`src/rtl/ps2_host_tx.sv`:
```
// ps2_host_tx: PS/2 host-to-device command transmitter driving open-drain clock/data enables.
module ps2_host_tx #(
  parameter int INHIBIT_CYCLES = 2500,
  parameter int START_HOLD = 25,
  parameter int TIMEOUT_CYCLES = 375000,
  parameter int FILTER_LEN = 4
) (
  input  logic       clk,
  input  logic       reset,
  input  logic [7:0] tx_data,
  input  logic       tx_start,
  output logic       tx_busy,
  output logic       tx_done,
  output logic       ack_ok,
  output logic       tx_error,
  output logic       rx_inhibit,
  input  logic       ps2clk_in,
  input  logic       ps2dat_in,
  output logic       ps2clk_oe,
  output logic       ps2dat_oe
);
  localparam int CW = $clog2(INHIBIT_CYCLES > START_HOLD ? INHIBIT_CYCLES : START_HOLD) + 1;
  localparam int TW = $clog2(TIMEOUT_CYCLES) + 1;
  localparam int FW = $clog2(FILTER_LEN) + 1;
  typedef enum logic [2:0] {IDLE, INHIBIT, START, SHIFT, ACK, WAIT_IDLE} state_t;
  state_t state, state_n;
  logic [1:0] clk_s, dat_s;
  logic [FW-1:0] fcnt;
  logic filt, filt_d, fall, data_sync, timed_out;
  logic [8:0] frame, frame_n;
  logic [9:0] frame_ext;
  logic [3:0] bit_idx, bit_idx_n;
  logic [CW-1:0] cnt, cnt_n;
  logic [TW-1:0] tcnt, tcnt_n;
  logic ack_n, done_n, err_n;
  always_ff @(posedge clk or posedge reset)
    if (reset) begin
      clk_s <= 2'b11;
      dat_s <= 2'b11;
      fcnt <= '0;
      filt <= 1'b1;
      filt_d <= 1'b1;
    end else begin
      clk_s <= {clk_s[0], ps2clk_in};
      dat_s <= {dat_s[0], ps2dat_in};
      filt_d <= filt;
      if (clk_s[1] == filt)
        fcnt <= '0;
      else if (fcnt == FW'(FILTER_LEN - 1)) begin
        filt <= clk_s[1];
        fcnt <= '0;
      end else
        fcnt <= fcnt + 1'b1;
    end
  assign data_sync = dat_s[1];
  assign fall = filt_d & ~filt;
  assign timed_out = tcnt == TW'(TIMEOUT_CYCLES - 1);
  // Index 0 is the start bit, so the line stays low until the first device edge.
  assign frame_ext = {frame, 1'b0};
  assign tx_busy = state != IDLE;
  assign rx_inhibit = tx_busy;
  assign ps2clk_oe = state == INHIBIT || state == START;
  assign ps2dat_oe = state == START || (state == SHIFT && !frame_ext[bit_idx]);
  always_comb begin
    state_n = state;
    frame_n = frame;
    bit_idx_n = bit_idx;
    cnt_n = cnt;
    tcnt_n = tcnt;
    ack_n = ack_ok;
    done_n = 1'b0;
    err_n = 1'b0;
    case (state)
      IDLE:
        if (tx_start) begin
          frame_n = {~^tx_data, tx_data};
          bit_idx_n = '0;
          cnt_n = '0;
          ack_n = 1'b0;
          state_n = INHIBIT;
        end
      INHIBIT: begin
        cnt_n = cnt == CW'(INHIBIT_CYCLES - 1) ? '0 : cnt + 1'b1;
        state_n = cnt == CW'(INHIBIT_CYCLES - 1) ? START : INHIBIT;
      end
      START: begin
        cnt_n = cnt == CW'(START_HOLD - 1) ? '0 : cnt + 1'b1;
        tcnt_n = '0;
        state_n = cnt == CW'(START_HOLD - 1) ? SHIFT : START;
      end
      SHIFT:
        if (fall) begin
          bit_idx_n = bit_idx + 1'b1;
          state_n = bit_idx == 4'd9 ? ACK : SHIFT;
        end
      ACK:
        if (fall) begin
          ack_n = ~data_sync;
          state_n = WAIT_IDLE;
        end
      WAIT_IDLE:
        if (filt && data_sync) begin
          done_n = 1'b1;
          state_n = IDLE;
        end
      default: state_n = IDLE;
    endcase
    // Completion takes priority over a timeout landing in the same cycle.
    if (state inside {SHIFT, ACK, WAIT_IDLE}) begin
      tcnt_n = tcnt + 1'b1;
      if (timed_out && !done_n) begin
        err_n = 1'b1;
        ack_n = 1'b0;
        state_n = IDLE;
      end
    end
  end
  always_ff @(posedge clk or posedge reset)
    if (reset) begin
      state <= IDLE;
      frame <= '0;
      bit_idx <= '0;
      cnt <= '0;
      tcnt <= '0;
      ack_ok <= 1'b0;
      tx_done <= 1'b0;
      tx_error <= 1'b0;
    end else begin
      state <= state_n;
      frame <= frame_n;
      bit_idx <= bit_idx_n;
      cnt <= cnt_n;
      tcnt <= tcnt_n;
      ack_ok <= ack_n;
      tx_done <= done_n;
      tx_error <= err_n;
    end
endmodule

```
`config.mk`:
```
export PLATFORM = sky130hd
export DESIGN_NAME = ps2_host_tx
export DESIGN_NICKNAME = d
export VERILOG_FILES = /design/src/rtl/ps2_host_tx.sv
export SDC_FILE = /design/constraint.sdc
export NUM_CORES = 1
export LEC_CHECK = 0
export CAP_MARGIN = 20
export CORE_ASPECT_RATIO = 1.25
export CORE_UTILIZATION = 60
export DETAILED_ROUTE_END_ITERATION = 8
export HOLD_SLACK_MARGIN = 0.1
export PLACE_DENSITY = 0.91
export SLEW_MARGIN = 20
export SYNTH_ARGS = -nofsm -noshare
export SYNTH_HDL_FRONTEND = slang
export SYNTH_SLANG_ARGS = --single-unit
```
`constraint.sdc`:
```
create_clock -name clk -period 4.8 [get_ports clk]
set_input_delay 0.96 -clock clk [delete_from_list [all_inputs] [get_ports clk]]
set_output_delay 0.96 -clock clk [all_outputs]
set_load 0.01 [all_outputs]
```
* Yosys cells after proc, flatten, opt, wreduce, memory -nomap -nowiden
Index checks and enable logic that the tools add are counted.
** Storage, ports and cells
- Output and inout port bits :: 7
- Flip-flop bits (word level) :: 61
- Word-level logic and storage cells :: 85
- Input port bits :: 13
** Operators by class
- Add/sub/neg operators :: 4
- Magnitude comparators :: 1
- Bitwise gates (word level) :: 4
- Eq/ne operators :: 13
- Muxes and demuxes :: 32
- Reduce and logical (&&, ||, !) cells :: 18
** Operators with widths (count)
- $mux W20 :: 2
- $mux W13 :: 3
- $pmux W13 S3 :: 1
- $mux W3 :: 9
- $add A20 B1 Y20 const B :: 1
- $eq A20 B19 Y1 const B :: 1
- $pmux W3 S6 :: 1
- $add A13 B1 Y13 const B :: 1
- $eq A13 B12 Y1 const B :: 1
- $eq A13 B5 Y1 const B :: 1
- $mux W1 :: 10
- $eq A3 B2 Y1 const B :: 3
- $reduce_bool A3 Y1 :: 3
- $mux W4 :: 2
- $pmux W4 S2 :: 1
- $reduce_xnor A8 Y1 :: 1
- $eq A3 B3 Y1 const B :: 2
- $reduce_and A2 Y1 :: 3
- $lt A4 B5 Y1 const B :: 1
- $add A4 B1 Y4 const B :: 1
- $bmux W1 S4 :: 1
- $eq A4 B4 Y1 const B :: 1
- $ne A2 B2 Y1 const B :: 2
- $reduce_bool A2 Y1 :: 2
- other kinds (12) :: 18

* Logic depth before layout (Yosys ltp)
- Depth in word-level cells :: 7
- Mapped depth :: 7
- Depth with buffers taken out :: 6

* Worst setup path after synthesis
No wires, ideal clock.
- Path kind :: register to output
- From :: register bit_idx[0]
- To :: output ps2dat_oe
- Arrival :: 1367 ps
- Slack :: 2473 ps
- Stages on the path, launching flop included :: 6
- Cells stage by stage :: dfrtp_1 buf_2 mux2i_1 mux4_2 o22ai_1 a21oi_1
** Between the ends
- Word-level cells in the longest chain between the ends :: 5
** RTL lines
- start: declaration :: RTL line 32 : logic [3:0] bit_idx, bit_idx_n;
- start signal: assignment :: RTL line 131 : bit_idx <= bit_idx_n;
- $bmux W1 S4 :: RTL line 63 : assign ps2dat_oe = state == START || (state == SHIFT && !frame_ext[bit_idx]);
- $mux W1 (not written as such) :: RTL line 63
- $logic_not A1 Y1 :: RTL line 63
- $logic_and A1 B1 Y1 :: RTL line 63
- $logic_or A1 B1 Y1 :: RTL line 63
- end: declaration :: RTL line 20 : output logic ps2dat_oe
No other way between the ends. The select of a mux whose other input is x is not followed.

* Worst setup path after layout
Ends and elaborated chain as after synthesis.

==> flow_metrics.py <==
metrics = {
    "timing": {
        "finalMaxSlewViolations": 0,
        "layout_setup_ws_ns": 1.56,
        "timing.fmax_mhz": 309,
        "setup_tns_ns": 0,
        "hold_viol": 0,
        "rsz0062_at_grt": "no",
        "worstMarginPinSlew_ns": 0.919,
        "finClkSkew_ns": 0.00988,
        "slew_headroom_pct": 38.7,
        "fin_crit_sh_pct": 67.4,
        "setup_violations": 0,
        "min_period_ns": 3.24,
    },
    "global_route": {
        "track_usage_pct": 27.7,
        "grt_start_max_net_pins": 33,
        "grt_pass1_wl_mm": 11.8,
        "grt_overflow_total": 0,
        "antenna_found_initial": 0,
        "grt_pass1_vias": 2647,
    },
    "synth": {
        "netlist_instances": 349,
        "synth_seq_cells": 61,
        "ys_warn_count": 0,
        "ys_types": 59,
        "synth.net_count": 368,
        "postSynthAreaPerCell_um2": 9.37,
        "synth-edff-count": 0,
        "postSynth.asyncResetShare_pct": 100,
        "synth_ff_type": "dfrtp_1",
        "syn-cell-area_um2": 3270,
        "synth_seq_area_share_pct": 46.9,
    },
    "power": {
        "power_switching_share_pct": 24.7,
        "vdd_drop_max_uv": 311,
        "p_comb_share_pct": 6.8,
        "pwr-share-seq_pct": 55.0,
        "p_leak_nw": 1.52,
        "total_power_mw": 1.01,
        "switching_power_mw": 0.249,
        "intPower_mw": 0.759,
        "p_clk_share_pct": 38.2,
        "power_density_nw_per_um2": 277,
    },
    "worst_setup_path": {
        "worstPathCellList": "mux2i_1, mux4_2, o22ai_1, a21oi_1, clkdlybuf4s50_1",
        "critPathRequiredTime_ns": 3.84,
        "cp-start-kind": "flip-flop",
        "crit_type": "flip-flop to output port",
        "critPathMaxFanout": 10,
        "worstPathArrival_ns": 2.28,
        "cp_top_family": "multiplexers",
        "critPathCaptureType": "output port",
        "crit_path_max_incr_delay_ns": 0.56,
        "crit_slowest_cell": "dfrtp_1",
        "path_buf_inv": 1,
    },
    "detailed_routing": {
        "ant_nets": 0,
        "dr.first_iter.drc_count": 217,
        "via_per_inst": 6.20,
        "routed_wl_mm": 6.95,
        "vias": 2695,
        "routedWlPerCell_um": 16.0,
        "drc": 0,
        "firstDrtPassIters": 5,
    },
    "die": {
        "dieArea_um2": 5750,
        "core_um2": 5150,
        "die_width_um": 68.0,
        "die_h_um": 84.5,
        "num_rows": 29,
        "ios": 20,
        "start_util_pct": 63.5,
    },
    "placement": {
        "gp_congestion": 0.845,
        "preCtsSetupSlack_ns": 1.94,
        "placed_cells": 419,
        "dp_hpwl_mm": 4.93,
        "port_buffers": 19,
    },
    "clocking": {
        "root_buffer": "clkbuf_8",
        "cts.sinks": 61,
        "postCtsHoldBufs": 0,
        "cts_buffers": 9,
        "cts_htree_levels": 3,
        "cts_resized": 0,
        "path_clk_slew_ns": 0.07,
        "cts.path.max_buffers": 2,
        "cts_tree": "built",
        "clock_latency_ns": 0.35,
        "post_cts_buffers": 0,
    },
    "cells_and_area": {
        "final_cell_mix": "nand2_1, dfrtp_1, nor2_1",
        "antenna_cells": 0,
        "drive_above_1_share_pct": 9.38,
        "nNetsFinal": 387,
        "mostFrequentLayoutCell": "nand2_1",
        "instances_no_fill": 435,
        "syn2layout_area_growth_pct": 11.5,
    },
    "status": {
        "status": "complete, no violations",
    },
    "hold_path": {
        "hold_path.class": "flip-flop to flip-flop",
    },
    "run": {
        "cap_violations": 0,
    },
}
worst reg2reg max path, cell delays in order, from the launching register on:
cell and delay [ns]:
dfrtp_1 0.61, nand2b_1 0.35, nor2_1 0.12, or4_1 0.60, nor2_2 0.24, nor3_1 0.09
area by class of cell:
class / instances / area, µm²
clock inverters: 5 / 30.0
flip-flops and latches: 61 / 1530
inverters: 13 / 48.8
fillers: 342 / 1510
well taps: 62 / 77.6
multi-input cells: 263 / 1630
clock buffers: 11 / 131
repair buffers: 20 / 198
cells by family (layout without fill, tap and decap cells):
kind of cell,Yosys count,in the layout,synth area share (%)
muxes,8,8,2.91
adders and majority gates,6,6,2.30
DFF,61,61,46.9
xor gates and xnor gates,20,20,5.36
buffers and inverters,25,49,3.37
AOI/OAI and AO/OA,57,57,12.4
and+or+nand+nor,172,172,26.7
final timing paths:
check | startpoint | depth (start not counted) | slack, ns | to
max | bit_idx[0] | 5 | 1.56 | ps2dat_oe
min | dat_s[0] | 0 | 0.36 | dat_s[1]
max reg2reg | state[1] | 5 | 2.65 | ack_ok
min reg2reg | dat_s[0] | 0 | 0.36 | dat_s[1]
max in group asynchronous | reset | 3 | 2.92 | dat_s[1]
min in group asynchronous | reset | 2 | 1.01 | cnt[1]
registers in the layout, indices dropped and copies added, names as in the netlist, 2 cells and up:
signal / flops
state: 3
fcnt: 3
frame: 9
bit_idx: 4
tcnt: 20
clk_s: 2
cnt: 13
dat_s: 2
cell usage after synthesis (5+ instances only):
library cell | count | area share [%]
nand2_1 | 61 | 7.0
dfrtp_1 | 55 | 42
nor2_1 | 30 | 3.4
nand3_1 | 17 | 2.6
nand4_1 | 16 | 3.1
inv_1 | 13 | 1.5
o21ai_0 | 13 | 2.0
xnor2_1 | 12 | 3.2
nor3_1 | 11 | 1.7
a21oi_1 | 8 | 1.2
xor2_1 | 8 | 2.1
o21ai_1 | 7 | 1.1
buf_2 | 6 | 0.92
dfstp_2 | 6 | 4.8
ha_1 | 6 | 2.3
nor2b_1 | 6 | 1.1
o211ai_1 | 6 | 1.4
o22ai_1 | 6 | 1.1
mux2i_1 | 5 | 1.5
per-layer routing:
metal  part of all wire, %  global-route usage, %  wire length (µm)  vias to the layer above
met3                   4.2                   6.39               295                       18
li1                      -                      -                 -                     1284
met4                   2.6                   14.4               180                        0
met1                    41                   33.5              2850                     1295
met5                     0                      0                 0                        -
met2                    52                   44.7              3630                       98
power groups by stage:
stage	logic, mW	clock network, mW	registers, mW
after floorplan	0.0480	0	0.559
after global placement	0.0669	0	0.564
after detailed placement	0.0683	0	0.564
after CTS	0.0690	0.390	0.555
after global routing	0.0777	0.413	0.557
final	0.0683	0.385	0.555
stage by stage:
stage | instance area, µm² | utilization [%] | hold WS [ns]
floorplan | 3270 | - | 0.345
global placement | 3480 | 67.6 | 0.347
detailed placement | 3480 | 67.6 | 0.348
CTS | 3640 | 70.7 | 0.361
global route | 3640 | 70.7 | 0.365
finish | 3640 | 70.7 | 0.362
(Power assumes the default switching activity.)
